$ cat src/rtl/mem_port_pkg.sv
// Shared encodings for the RAM port arbiter: access sizes, direction,
// FSM states, grant owner and the load-data size mask.
package mem_port_pkg;
  localparam logic [1:0] SIZE_BYTE = 2'b00;
  localparam logic [1:0] SIZE_HALF = 2'b01;
  localparam logic [1:0] SIZE_WORD = 2'b10;

  localparam logic RW_READ  = 1'b0;
  localparam logic RW_WRITE = 1'b1;

  typedef enum logic [2:0] {
    ST_IDLE,
    ST_RD,
    ST_WR_SETUP,
    ST_WR_STROBE,
    ST_RESP
  } state_e;

  typedef enum logic {
    OWN_I = 1'b0,
    OWN_D = 1'b1
  } owner_e;

  function automatic logic [31:0] size_mask(input logic [1:0] size);
    case (size)
      SIZE_BYTE: return 32'h0000_00FF;
      SIZE_HALF: return 32'h0000_FFFF;
      default:   return 32'hFFFF_FFFF;
    endcase
  endfunction
endpackage

$ cat src/rtl/mem_align_check.sv
// Natural-alignment check for one request: halfwords on even, words on
// 4-byte boundaries; size 11 is always rejected.
module mem_align_check
  import mem_port_pkg::*;
(
  input  logic [1:0] size_i,
  input  logic [1:0] addr_lsb_i,
  output logic       err_o
);

  always_comb begin
    case (size_i)
      SIZE_BYTE: err_o = 1'b0;
      SIZE_HALF: err_o = addr_lsb_i[0];
      SIZE_WORD: err_o = |addr_lsb_i;
      default:   err_o = 1'b1;
    endcase
  end

endmodule

$ cat src/rtl/mem_port_arbiter.sv
// Two-requester front end for the single big-endian RAM port: fetch vs data
// arbitration with starvation guard, and req/ack sequencing of RAM reads/writes.
//
//   state        | meaning
//   IDLE         | sample requests, grant, latch access; MemEnable low
//   RD           | MemEnable high for a read; RAM data captured at cycle end
//   WR_SETUP     | address/size/data stable, MemEnable low
//   WR_STROBE    | MemEnable rises, committing the write
//   RESP         | owner's Ack pulse with RData/Err; MemEnable low
module mem_port_arbiter
  import mem_port_pkg::*;
#(
  parameter int ADDR_W     = 8,
  parameter int STARVE_MAX = 4
) (
  input  logic              clk,
  input  logic              reset,
  input  logic              I_Req,
  input  logic [ADDR_W-1:0] I_Addr,
  output logic              I_Ack,
  output logic [31:0]       I_RData,
  output logic              I_Err,
  input  logic              D_Req,
  input  logic              D_RW,
  input  logic [1:0]        D_Size,
  input  logic [ADDR_W-1:0] D_Addr,
  input  logic [31:0]       D_WData,
  output logic              D_Ack,
  output logic [31:0]       D_RData,
  output logic              D_Err,
  output logic              MemEnable,
  output logic              MemReadWrite,
  output logic [ADDR_W-1:0] MemAddress,
  output logic [1:0]        MemSize,
  output logic [31:0]       MemDataIn,
  input  logic [31:0]       MemDataOut,
  output logic              Busy
);

  localparam int CNT_W = $clog2(STARVE_MAX + 1);
  localparam logic [CNT_W-1:0] STARVE_LIM = CNT_W'(STARVE_MAX);

  state_e              state_q;
  owner_e              owner_q;
  logic [CNT_W-1:0]    starve_q;
  logic                i_ack_q, i_err_q, d_ack_q, d_err_q;
  logic [31:0]         i_rdata_q, d_rdata_q;
  logic                mem_en_q, mem_rw_q, busy_q;
  logic [ADDR_W-1:0]   mem_addr_q;
  logic [1:0]          mem_size_q;
  logic [31:0]         mem_wdata_q;
  logic                i_misalign, d_misalign, fetch_win;

  mem_align_check u_align_i (
    .size_i     (SIZE_WORD),
    .addr_lsb_i (I_Addr[1:0]),
    .err_o      (i_misalign)
  );

  mem_align_check u_align_d (
    .size_i     (D_Size),
    .addr_lsb_i (D_Addr[1:0]),
    .err_o      (d_misalign)
  );

  // Data normally wins; fetch wins when alone or once data has starved it long enough.
  assign fetch_win = I_Req && (!D_Req || (starve_q == STARVE_LIM));

  always_ff @(posedge clk or posedge reset) begin
    if (reset) begin
      state_q     <= ST_IDLE;
      owner_q     <= OWN_I;
      starve_q    <= '0;
      i_ack_q     <= 1'b0;
      i_err_q     <= 1'b0;
      i_rdata_q   <= '0;
      d_ack_q     <= 1'b0;
      d_err_q     <= 1'b0;
      d_rdata_q   <= '0;
      mem_en_q    <= 1'b0;
      mem_rw_q    <= RW_READ;
      mem_addr_q  <= '0;
      mem_size_q  <= '0;
      mem_wdata_q <= '0;
      busy_q      <= 1'b0;
    end else begin
      i_ack_q <= 1'b0;
      d_ack_q <= 1'b0;
      case (state_q)
        ST_IDLE: begin
          if (!I_Req) starve_q <= '0;
          if (fetch_win) begin
            owner_q  <= OWN_I;
            starve_q <= '0;
            busy_q   <= 1'b1;
            if (i_misalign) begin
              state_q   <= ST_RESP;
              i_ack_q   <= 1'b1;
              i_err_q   <= 1'b1;
              i_rdata_q <= '0;
            end else begin
              state_q    <= ST_RD;
              mem_en_q   <= 1'b1;
              mem_rw_q   <= RW_READ;
              mem_addr_q <= I_Addr;
              mem_size_q <= SIZE_WORD;
            end
          end else if (D_Req) begin
            owner_q <= OWN_D;
            busy_q  <= 1'b1;
            if (I_Req && (starve_q != STARVE_LIM)) starve_q <= starve_q + 1'b1;
            // Rejected accesses leave every Mem* output untouched.
            if (d_misalign) begin
              state_q   <= ST_RESP;
              d_ack_q   <= 1'b1;
              d_err_q   <= 1'b1;
              d_rdata_q <= '0;
            end else begin
              mem_addr_q <= D_Addr;
              mem_size_q <= D_Size;
              mem_rw_q   <= D_RW;
              if (D_RW == RW_WRITE) begin
                state_q     <= ST_WR_SETUP;
                mem_wdata_q <= D_WData;
              end else begin
                state_q  <= ST_RD;
                mem_en_q <= 1'b1;
              end
            end
          end
        end
        ST_RD: begin
          mem_en_q <= 1'b0;
          state_q  <= ST_RESP;
          if (owner_q == OWN_I) begin
            i_ack_q   <= 1'b1;
            i_err_q   <= 1'b0;
            i_rdata_q <= MemDataOut;
          end else begin
            d_ack_q   <= 1'b1;
            d_err_q   <= 1'b0;
            d_rdata_q <= MemDataOut & size_mask(mem_size_q);
          end
        end
        ST_WR_SETUP: begin
          mem_en_q <= 1'b1;
          state_q  <= ST_WR_STROBE;
        end
        ST_WR_STROBE: begin
          mem_en_q  <= 1'b0;
          state_q   <= ST_RESP;
          d_ack_q   <= 1'b1;
          d_err_q   <= 1'b0;
          d_rdata_q <= '0;
        end
        ST_RESP: begin
          state_q <= ST_IDLE;
          busy_q  <= 1'b0;
        end
        default: begin
          state_q  <= ST_IDLE;
          mem_en_q <= 1'b0;
          busy_q   <= 1'b0;
        end
      endcase
    end
  end

  assign I_Ack        = i_ack_q;
  assign I_RData      = i_rdata_q;
  assign I_Err        = i_err_q;
  assign D_Ack        = d_ack_q;
  assign D_RData      = d_rdata_q;
  assign D_Err        = d_err_q;
  assign MemEnable    = mem_en_q;
  assign MemReadWrite = mem_rw_q;
  assign MemAddress   = mem_addr_q;
  assign MemSize      = mem_size_q;
  assign MemDataIn    = mem_wdata_q;
  assign Busy         = busy_q;

endmodule

$ cat config.mk
export PLATFORM = sky130hd
export DESIGN_NAME = mem_port_arbiter
export DESIGN_NICKNAME = d
export VERILOG_FILES = /design/src/rtl/mem_port_pkg.sv /design/src/rtl/mem_align_check.sv /design/src/rtl/mem_port_arbiter.sv
export SDC_FILE = /design/constraint.sdc
export NUM_CORES = 1
export LEC_CHECK = 0
export ABC_AREA = 1
export BUFFER_PORTS_ARGS = -buffer_cell sky130_fd_sc_hd__buf_2
export CORE_MARGIN = 3
export CORE_UTILIZATION = 40
export DETAILED_ROUTE_END_ITERATION = 6
export PLACE_DENSITY_LB_ADDON = 0.1
export SYNTH_ARGS = -nofsm -noshare
export SYNTH_HDL_FRONTEND = slang
export SYNTH_SLANG_ARGS = --single-unit
$ cat constraint.sdc
create_clock -name clk -period 4.23 [get_ports clk]
set_input_delay 0.2115 -clock clk [delete_from_list [all_inputs] [get_ports clk]]
set_output_delay 0.2115 -clock clk [all_outputs]
set_load 0.01 [all_outputs]
==> results summary <==
The run finished with clean final reports. Along the worst hold path, the cell count comes to 3. The count of unique library cells instantiated by Yosys is 25. The routed length per placed instance came out at 14.08 um. The total of endpoints with negative setup slack in the final report is 0. In the synthesized netlist, the number of instances is 623.

The worst clock skew is 0.009157 ns. Dividing total power by cell area gives a power density of between 700 and 800 nW/um^2. The first TritonRoute pass finished after 5 iterations. The number of port buffers came out at 199. The number of nets at the end of the flow came out at 931. The sequential group share of total power is 36.5%. Yosys printed 0 warnings. The synthesized flop and latch total came out at 120. The combinational group share of total power came out at between 30% and 40%.

The number of failing hold endpoints at the final stage is 0. The number of setup buffers added after CTS is 0. The transition at the pin with the smallest max-transition slack is 1.245 ns. The detailed-placement wirelength estimate is 9.612 mm. The clock share of power came out at 28.9%.

The post-route non-filler standard cell count came out at approximately 1000. The worst setup path is launched from a register. The post-cts gate resize count came out at 0.

The width of the chip came out at 119.6 um. At the worst endpoint, the required time is 4.57 ns. After floorplanning, the core was sized to cover 12310 sq um. The number of nets in the synthesized netlist is 712. The sequential area share after synthesis is 58.21%.

The relative max-transition margin came out at 16.93%. Along the worst path, the maximum fanout reaches 32. The number of levels in the clock H-tree came out at 4. The area growth from synthesis to final layout came out at 37.74%. The cell type contributing the most total cell area after synthesis is sky130_fd_sc_hd__dfrtp_1. Of the available clock period, the critical path in the final layout requires 58.36%. In this run switching power makes up 36.92% of total power. After detailed placement, the design holds a cell count of 965. STA puts the critical path data arrival time at 2.81 ns. The number of cell rows came out at 40.

The via density per instance is 4.672. The initial core utilization is about two fifths. The detailed-route DRC error count is 0. The die outline area is 14300 sq um. The number of clock buffers inserted by TritonCTS came out at 17. Power comes to 0.005223 W.

For this design the total switching power over the nets is ~0.0019 W. The clock transition at the registers of the reported paths came out at around 0.050 ns. The synthesized area came out at 5159 sq um.

By area the synthesized netlist is led by sky130_fd_sc_hd__dfrtp_1 58%, sky130_fd_sc_hd__nand2_1 22%, sky130_fd_sc_hd__nand3_1 4.7%. The total internal power is 0.003294 W. The first global-routing pass estimated about 23 mm of wire.

The vias after detailed routing came out at about 4800. The antenna violation net count after detailed routing came out at 0. The vertical extent of the die came out at 119.6 um.

Setup repair after global routing left no endpoint under its margin. The most common cell after layout, fill and taps aside is sky130_fd_sc_hd__nand2_1. The final number of max-transition violations came to 0.

The largest vdd supply drop came out at 0.0003673 V. The shortest period the worst path allows came out at between 2 and 2.5 ns. The aggregate global routing overflow is 0. The number of global-route vias before repair is 4679.

In this run the count of I/O pins placed on the die edge is 200. The mean area per synthesized cell came out at about 8.3 sq um. The total negative setup slack came out at 0 ns.

The starting DRC count in detailed routing came out at 417. The TritonCTS clock tree is yes. The total detailed-routing wirelength is 14.39 mm.

Across every metal layer, demand over resource in global routing totals 20.59%. The critical path is of the reg -> reg type. Final hold analysis gives a worst-case slack of 0.01338 ns. At the end of routability-driven placement, the weighted congestion stood at 0.8433.

The share of post-route cells with drive strength above 1 is between 20% and 30%. In this run the deepest clock path goes through 2 buffers. In the layout the commonest cells are 302 x sky130_fd_sc_hd__nand2_1, 199 x sky130_fd_sc_hd__buf_2, 120 x sky130_fd_sc_hd__dfrtp_1. The pin count of the biggest net entering global routing is 88. The reported leakage power is 4.129 nW. The worst setup path is captured at a register. The maximum clock frequency came out at between 400 and 500 MHz. The number of maximum-capacitance constraint violations came out at 0. The number of antenna violations at the first check in global routing is 1.

Clock tree synthesis found a total of 120 sinks. CTS placed an instance of sky130_fd_sc_hd__clkbuf_16 at the clock tree root. Measured in cells, the most critical reg-to-reg path has a length of 9. The min-delay analysis places its worst path in the category in -> reg. The insertion delay of the later-clocked pin in the worst-skew pair is 0.41 ns. The portion of synthesized cell area occupied by the leading cell type came out at 58.21%.
cell usage after synthesis:
cell	count
sky130_fd_sc_hd__nand3b_1	1
sky130_fd_sc_hd__nor2_1	42
sky130_fd_sc_hd__a21boi_0	1
sky130_fd_sc_hd__nand2_1	302
sky130_fd_sc_hd__buf_6	2
sky130_fd_sc_hd__nor2_4	3
sky130_fd_sc_hd__o22ai_1	1
sky130_fd_sc_hd__nand4_1	1
sky130_fd_sc_hd__nand3_1	48
sky130_fd_sc_hd__inv_2	5
sky130_fd_sc_hd__a21oi_1	4
sky130_fd_sc_hd__buf_4	7
sky130_fd_sc_hd__xnor2_1	1
sky130_fd_sc_hd__inv_4	1
sky130_fd_sc_hd__nand2_2	4
sky130_fd_sc_hd__o21bai_2	1
sky130_fd_sc_hd__o21ai_0	15
sky130_fd_sc_hd__inv_1	25
sky130_fd_sc_hd__buf_2	12
sky130_fd_sc_hd__ha_1	2
sky130_fd_sc_hd__dfrtp_1	120
sky130_fd_sc_hd__nand2_4	4
sky130_fd_sc_hd__o21ai_1	14
sky130_fd_sc_hd__clkbuf_1	6
sky130_fd_sc_hd__nor2_2	1
layout make-up:
cell class / count / area (sq um)
diodes: 1 / 2.502
clock buffers: 21 / 470.5
clock inverters: 9 / 147.6
fillers: 1164 / 5206
inverters: 31 / 121.4
multi-input cells: 445 / 1879
flip-flops and latches: 120 / 3003
well taps: 168 / 210.2
repair buffers: 227 / 1271
flip-flops by register name (all words and copies together) (netlist names):
signal	count
MemAddress	8
MemReadWrite	1
D_RData	32
owner_q	1
I_RData	32
starve_q	3
I_Err	1
D_Ack	1
MemDataIn	32
I_Ack	1
MemEnable	1
Busy	1
MemSize	2
state_q	3
D_Err	1
power by group through the flow:
stage                     Sequential (W)  Combinational (W)  Clock (W)
after floorplan                  0.00211           0.000899          0
after global placement           0.00190            0.00178          0
after detailed placement         0.00191            0.00180          0
after CTS                        0.00191            0.00183    0.00154
after global routing             0.00196            0.00203    0.00160
final                            0.00191            0.00181    0.00151
per-stage QoR:
step	util (%)	setup WS, ns	instance area [sq um]
after floorplan	-	0.8327	5159
after global placement	50.56	1.844	6225
after detailed placement	50.56	1.728	6225
after CTS	57.69	1.742	7103
after global routing	57.71	1.435	7106
final	57.71	1.761	7106
per-layer routing:
metal	wire, um	GRT usage (%)	vias up
met1	6197	26.87	2217
met4	243	7.946	0
li1	-	-	2373
met5	0	0	-
met3	968	5.561	21
met2	6976	32.87	164
final timing paths:
kind	start	end	slack, ns
max	starve_q[0]	MemDataIn[27]	1.76
min	D_WData[24]	MemDataIn[24]	0.01
max reg2reg	starve_q[0]	MemDataIn[27]	1.76
min reg2reg	state_q[2]	Busy	0.44
max in group asynchronous	reset	I_RData[2]	3.14
min in group asynchronous	reset	MemDataIn[25]	0.06
worst max-delay path, stage by stage (launching register included):
cell	delay, ns
sky130_fd_sc_hd__dfrtp_1	0.35
sky130_fd_sc_hd__inv_1	0.06
sky130_fd_sc_hd__ha_1	0.19
sky130_fd_sc_hd__nand2_1	0.05
sky130_fd_sc_hd__nand2_1	0.10
sky130_fd_sc_hd__nand2_2	0.29
sky130_fd_sc_hd__nand3_1	0.14
sky130_fd_sc_hd__nor2_2	0.95
sky130_fd_sc_hd__nand2_1	0.13
sky130_fd_sc_hd__nand2_1	0.12
kinds of logic after synthesis:
logic type / after synthesis / share of synthesized area (%)
DFF: 120 / 58.21
adders and majority gates: 2 / 0.4850
buffers and inverters: 58 / 5.360
xor gates and xnor gates: 1 / 0.1698
AOI/OAI and AO/OA: 36 / 3.687
and+or+nand+nor: 406 / 32.09
timing repair:
| item | 4_1_cts | 5_1_grt |
|---|---|---|
| hold buffers | 26 | 0 |
| setup endpoints to repair | 0 | 0 |
| hold endpoints to repair | 26 | 0 |
Power figures use the tool's default switching activity.
